--- src/rtl/bp_me_stream_arb_out_if.sv ---
// Stream bundle between N BedRock producers and one arbitrated output.
// master = arbiter side, slave = producers/consumer side.
interface bp_me_stream_arb_out_if #(
  parameter int num_req_p           = 4,
  parameter int header_width_p      = 128,
  parameter int stream_data_width_p = 64
);
  logic [num_req_p*header_width_p-1:0]      req_header_i;
  logic [num_req_p*stream_data_width_p-1:0] req_data_i;
  logic [num_req_p-1:0]                     req_v_i;
  logic [num_req_p-1:0]                     req_last_i;
  logic [num_req_p-1:0]                     req_ready_and_o;

  logic [header_width_p-1:0]      mem_header_o;
  logic [stream_data_width_p-1:0] mem_data_o;
  logic                           mem_v_o;
  logic                           mem_last_o;
  logic                           mem_ready_and_i;

  modport master (
    input  req_header_i,
    input  req_data_i,
    input  req_v_i,
    input  req_last_i,
    output req_ready_and_o,
    output mem_header_o,
    output mem_data_o,
    output mem_v_o,
    output mem_last_o,
    input  mem_ready_and_i
  );

  modport slave (
    output req_header_i,
    output req_data_i,
    output req_v_i,
    output req_last_i,
    input  req_ready_and_o,
    input  mem_header_o,
    input  mem_data_o,
    input  mem_v_o,
    input  mem_last_o,
    output mem_ready_and_i
  );
endinterface

--- src/rtl/bp_me_stream_arb_out.sv ---
// N:1 BedRock stream arbiter; locks on a requester for a whole message.
// Define BP_ME_STREAM_ARB_OUT_RR_EN for round-robin, else fixed priority.
module bp_me_stream_arb_out #(
  parameter int num_req_p           = 4,
  parameter int header_width_p      = 128,
  parameter int stream_data_width_p = 64,
  localparam int lg_num_req_lp      = $clog2(num_req_p)
) (
  input  logic                     clk_i,
  input  logic                     reset_n_i,
  bp_me_stream_arb_out_if.master   io,
  output logic [lg_num_req_lp-1:0] grant_id_o,
  output logic                     locked_o
);

  typedef logic [lg_num_req_lp-1:0] id_t;
  typedef logic [lg_num_req_lp:0]   cnt_t;

  typedef enum logic {
    e_idle,
    e_locked
  } state_e;

  state_e state_r, state_n;
  id_t    lock_id_r, lock_id_n;
  id_t    pick;
  id_t    winner;
  logic   hs;

`ifdef BP_ME_STREAM_ARB_OUT_RR_EN
  id_t rr_ptr_r, rr_ptr_n;

  // lowest offset from rr_ptr_r wins, so scan offsets downward
  always_comb begin
    cnt_t idx;
    pick = '0;
    idx  = '0;
    for (int k = num_req_p-1; k >= 0; k--) begin
      idx = {1'b0, rr_ptr_r} + cnt_t'(k);
      if (idx >= cnt_t'(num_req_p))
        idx = idx - cnt_t'(num_req_p);
      if (io.req_v_i[idx[lg_num_req_lp-1:0]])
        pick = idx[lg_num_req_lp-1:0];
    end
  end

  always_comb begin
    rr_ptr_n = rr_ptr_r;
    if (hs && io.mem_last_o) begin
      if (winner == id_t'(num_req_p-1))
        rr_ptr_n = '0;
      else
        rr_ptr_n = winner + id_t'(1);
    end
  end

  always_ff @(posedge clk_i or negedge reset_n_i) begin
    if (!reset_n_i)
      rr_ptr_r <= '0;
    else
      rr_ptr_r <= rr_ptr_n;
  end
`else
  always_comb begin
    pick = '0;
    for (int k = num_req_p-1; k >= 0; k--) begin
      if (io.req_v_i[k])
        pick = id_t'(k);
    end
  end
`endif

  assign winner = (state_r == e_locked) ? lock_id_r : pick;

  // outputs are forced low while reset is held
  always_comb begin
    io.mem_header_o    = '0;
    io.mem_data_o      = '0;
    io.mem_v_o         = 1'b0;
    io.mem_last_o      = 1'b0;
    io.req_ready_and_o = '0;
    grant_id_o         = '0;
    locked_o           = 1'b0;
    if (reset_n_i) begin
      grant_id_o = winner;
      locked_o   = (state_r == e_locked);
      for (int k = 0; k < num_req_p; k++) begin
        if (winner == id_t'(k)) begin
          io.mem_header_o =
            io.req_header_i[k*header_width_p +: header_width_p];
          io.mem_data_o =
            io.req_data_i[k*stream_data_width_p +: stream_data_width_p];
          io.mem_v_o    = io.req_v_i[k];
          io.mem_last_o = io.req_last_i[k];
          io.req_ready_and_o[k] = io.mem_ready_and_i;
        end
      end
    end
  end

  assign hs = io.mem_v_o & io.mem_ready_and_i;

  always_comb begin
    state_n   = state_r;
    lock_id_n = lock_id_r;
    unique case (state_r)
      e_idle: begin
        if (hs && !io.mem_last_o) begin
          state_n   = e_locked;
          lock_id_n = winner;
        end
      end
      e_locked: begin
        if (hs && io.mem_last_o)
          state_n = e_idle;
      end
      default: state_n = e_idle;
    endcase
  end

  always_ff @(posedge clk_i or negedge reset_n_i) begin
    if (!reset_n_i) begin
      state_r   <= e_idle;
      lock_id_r <= '0;
    end else begin
      state_r   <= state_n;
      lock_id_r <= lock_id_n;
    end
  end

endmodule

--- src/flat_wrapper.sv ---
// flat-port wrapper written by rule: the top's interface ports become plain ports
module bp_me_stream_arb_out_flat 
#(
  parameter int num_req_p           = 4,
  parameter int header_width_p      = 128,
  parameter int stream_data_width_p = 64,
  localparam int lg_num_req_lp      = $clog2(num_req_p)
)
  (clk_i, reset_n_i, grant_id_o, locked_o, io_req_header_i, io_req_data_i, io_req_v_i, io_req_last_i, io_req_ready_and_o, io_mem_header_o, io_mem_data_o, io_mem_v_o, io_mem_last_o, io_mem_ready_and_i);
  bp_me_stream_arb_out_if #(.num_req_p(num_req_p), .header_width_p(header_width_p), .stream_data_width_p(stream_data_width_p)) io_i ();
  input  logic clk_i;
  input  logic reset_n_i;
  output logic [lg_num_req_lp-1:0] grant_id_o;
  output logic locked_o;
  input wire logic [$bits(io_i.req_header_i)-1:0] io_req_header_i;
  input wire logic [$bits(io_i.req_data_i)-1:0] io_req_data_i;
  input wire logic [$bits(io_i.req_v_i)-1:0] io_req_v_i;
  input wire logic [$bits(io_i.req_last_i)-1:0] io_req_last_i;
  output wire logic [$bits(io_i.req_ready_and_o)-1:0] io_req_ready_and_o;
  output wire logic [$bits(io_i.mem_header_o)-1:0] io_mem_header_o;
  output wire logic [$bits(io_i.mem_data_o)-1:0] io_mem_data_o;
  output wire logic [$bits(io_i.mem_v_o)-1:0] io_mem_v_o;
  output wire logic [$bits(io_i.mem_last_o)-1:0] io_mem_last_o;
  input wire logic [$bits(io_i.mem_ready_and_i)-1:0] io_mem_ready_and_i;
  assign io_i.req_header_i = io_req_header_i;
  assign io_i.req_data_i = io_req_data_i;
  assign io_i.req_v_i = io_req_v_i;
  assign io_i.req_last_i = io_req_last_i;
  assign io_req_ready_and_o = io_i.req_ready_and_o;
  assign io_mem_header_o = io_i.mem_header_o;
  assign io_mem_data_o = io_i.mem_data_o;
  assign io_mem_v_o = io_i.mem_v_o;
  assign io_mem_last_o = io_i.mem_last_o;
  assign io_i.mem_ready_and_i = io_mem_ready_and_i;
  bp_me_stream_arb_out #(.num_req_p(num_req_p), .header_width_p(header_width_p), .stream_data_width_p(stream_data_width_p)) u_core (.clk_i(clk_i), .reset_n_i(reset_n_i), .io(io_i), .grant_id_o(grant_id_o), .locked_o(locked_o));
endmodule
--- config.mk ---
export PLATFORM = sky130hd
export DESIGN_NAME = bp_me_stream_arb_out_flat
export DESIGN_NICKNAME = d
export VERILOG_FILES = /design/src/rtl/bp_me_stream_arb_out_if.sv /design/src/rtl/bp_me_stream_arb_out.sv /design/src/flat_wrapper.sv
export SDC_FILE = /design/constraint.sdc
export NUM_CORES = 1
export LEC_CHECK = 0
export BUFFER_PORTS_ARGS = -buffer_cell sky130_fd_sc_hd__buf_2
export CORE_AREA = 2 2 386 388
export CTS_CLUSTER_DIAMETER = 40
export CTS_CLUSTER_SIZE = 12
export DETAILED_ROUTE_END_ITERATION = 16
export DIE_AREA = 0 0 388 390
export GPL_TIMING_DRIVEN = 0
export PLACE_DENSITY = 0.3
export SLEW_MARGIN = 30
export SYNTH_ARGS = -nofsm -noshare
export SYNTH_HDL_FRONTEND = slang
export SYNTH_SLANG_ARGS = --single-unit
--- constraint.sdc ---
create_clock -name clk_i -period 2.1 [get_ports clk_i]
set_input_delay 0.21 -clock clk_i [delete_from_list [all_inputs] [get_ports clk_i]]
set_output_delay 0.21 -clock clk_i [all_outputs]
set_load 0.02 [all_outputs]
==> results.cfg <==
[outcome]
status = finished with violations
violations = negative setup slack

[detailed_routing]
wl_per_cell_um = 27.5
num_vias = 9884
drc = 0
wl_um = 95000
first_pass_iters = 4
viasPerCell = 2.86
highest_layer = met5
first_iter_violations = 590
wl_met2_um = 47900
final_antenna_net_count = 0
wl_met1_um = 36500
wl_met3_um = 9090

[placed_design]
placed_cell_area_um2 = 13900
port_buffers = 978
pre_cts_slack_ns = -1.75
place_congestion = 0.920
place_hpwl_um = 87900
dp_cells = 3409

[clock_tree]
clkSinkCount = 3
h-tree-depth = 1
cts_buffers = 3
clk_latency_ns = 0.23
clockBufferDepth = 2
cts_tree = yes
cts.reportedPaths.clkPinSlew_ns = 0.03
root_buffer = clkbuf_16

[yosys]
ys_warn_count = 0
ys_seq_area_share_pct = 1.19
synth_xor_area_share_pct = 0
synth_compound_area_share_pct = 1.53
synthSimpleGateAreaFrac_pct = 20.8
synth_cells = 498
synth_top_family_by_area = multiplexers
synth.largest_area_cell = mux4_2
synth_cell_types = 26
synthTopCellsByArea = mux4_2 (69%), and2_1 (19%), buf_6 (3.4%)
syn_area_um2 = 6310
synth_top_area_share_pct = 68.5
muxShareOfSynthArea_pct = 69.5
syn-num-nets = 1277
ys_ff_latch = 3
yosys.area_share.adder_pct = 0
syn_avg_cell_area_um2 = 12.7

[floorplan]
std_cell_rows = 141
die_h_um = 390
initial_utilization_pct = 4.29
dieArea_um2 = 151000
coreArea_um2 = 147000
io_pins = 980
dieWidth_um = 388

[timing]
clock_skew_ns = 0.000662
hold_ws_ns = 0.284
fin_crit_sh_pct = 143
hold_viol = 0
slew-limit-headroom_pct = 42.5
period_minus_slack_ns = 3.00
setup_viol = 198
tightest_slew_ns = 0.862
rsz0062_at_grt = true
finalSetupTns_ns = -132.16
fmax_ghz = 0.334
maxSlewViolCount = 0
finalWorstSetupSlack_ns = -0.898

[global_routing]
grt_pass1_wl_um = 116000
grt_use_total_pct = 11.9
antenna_found_initial = 75
grt_max_degree = 11
grt_pass1_vias = 10700
overflow = 0

[flow_run]
maxCapViolations = 0

[min_path]
min_path_cells = 3
hold_class = primary input to flop

[critical_path]
cp_max_fo = 6
cp-start-kind = flop
worstPathArrival_ns = 2.79
crit_required_ns = 1.89
end_kind = output pin
path_class = flop to output pin
r2r_setup_slack_ns = -0.15
reg2regPathDepth = 8

[pwr]
total_power_mw = 19.7
p_leak_nw = 6.89
peakVddDrop_mv = 0.586
powerDensity_nw_per_um2 = 1310

[cells_and_area]
final_cell_mix = buf_2 (927), mux4_2 (192), and2_4 (108)
fin_util_pct = 10.3
drive_above_1_share_pct = 90.2
fin_cells = 3452
area_delta_synth_final_pct = 139
nets = 2285
layout_commonest_cell = buf_2
stdcell_area_um2 = 15100
## Yosys cell counts
library cell and instances:
a21o_1 1, a21oi_1 2, and2_1 195, buf_1 4, buf_2 21, buf_6 19, clkbuf_1 23, dfrtp_1 3
inv_1 6, mux2_1 1, mux2_2 1, mux2i_1 4, mux4_2 192, nand2_1 6, nand2b_1 1, nand3_1 2
nor2_1 2, nor2b_1 2, nor3_1 5, o21ai_0 1, o221ai_1 2, o22a_1 1, o311a_1 1, o311ai_4 1
o41a_1 1, or2b_1 1
## routing by layer
layer	vias up	GRT usage (%)
met1	5002	13.9
li1	4076	-
met4	30	1.49
met5	-	0
met2	678	21.4
met3	98	4.12
## power breakdown
| part | total (mW) | switching [mW] | internal, mW | leakage [nW] |
|---|---|---|---|---|
| Combinational | 19.3 | 9.70 | 9.59 | 6.82 |
| Sequential | 0.107 | 0.0220 | 0.0852 | 0.0351 |
| Clock | 0.308 | 0.0568 | 0.251 | 0.0383 |
| Total | 19.7 | 9.78 | 9.93 | 6.89 |
## worst max-delay path, cell delays in order (launching register included)
cell and delay (ns):
dfrtp_1 0.38, buf_6 0.13, or2b_1 0.26, o311ai_4 0.12, buf_12 0.19, buf_16 0.16
buf_16 0.17, buf_12 0.14, mux4_2 0.59, and2_4 0.22, buf_6 0.13
## area by class of cell
| class | instances | area (µm²) |
|---|---|---|
| Antenna cell | 17 | 42.5 |
| Clock buffer | 4 | 78.8 |
| Fill cell | 17300 | 132000 |
| Multi-Input combinational cell | 422 | 6090 |
| Tap cell | 1930 | 2410 |
| Buffer | 67 | 709 |
| Sequential cell | 3 | 75.1 |
| Inverter | 6 | 22.5 |
| Timing Repair Buffer | 1003 | 5650 |
## kinds of logic (layout without fill, tap and decap cells)
family,count (synthesis),count (layout)
buffers and inverters,73,1080
and+or+nand+nor,214,214
other,0,17
DFF,3,3
muxes,198,198
AOI/OAI and AO/OA,10,10
## path summary, 6_finish.rpt
check                                                   to                            start
hold reg to reg            u_core.lock_id_r[0]$_DFFE_PN0P_  u_core.lock_id_r[0]$_DFFE_PN0P_
min in group asynchronous  u_core.lock_id_r[0]$_DFFE_PN0P_                        reset_n_i
hold / removal                                        flop               io_mem_ready_and_i
setup / recovery                       io_mem_header_o[62]                             flop
max in group asynchronous  u_core.lock_id_r[1]$_DFFE_PN0P_                        reset_n_i
setup reg to reg           u_core.lock_id_r[1]$_DFFE_PN0P_                             flop
## repair_timing
item,in CTS,in global routing
hold buffers,1,0
gates resized for setup,217,54
buffers inserted,17,1
endpoints found under the setup margin,201,201
hold endpoints to repair,3,0
pin swaps,2,1
gates cloned,3,0
(Power assumes the default switching activity.)
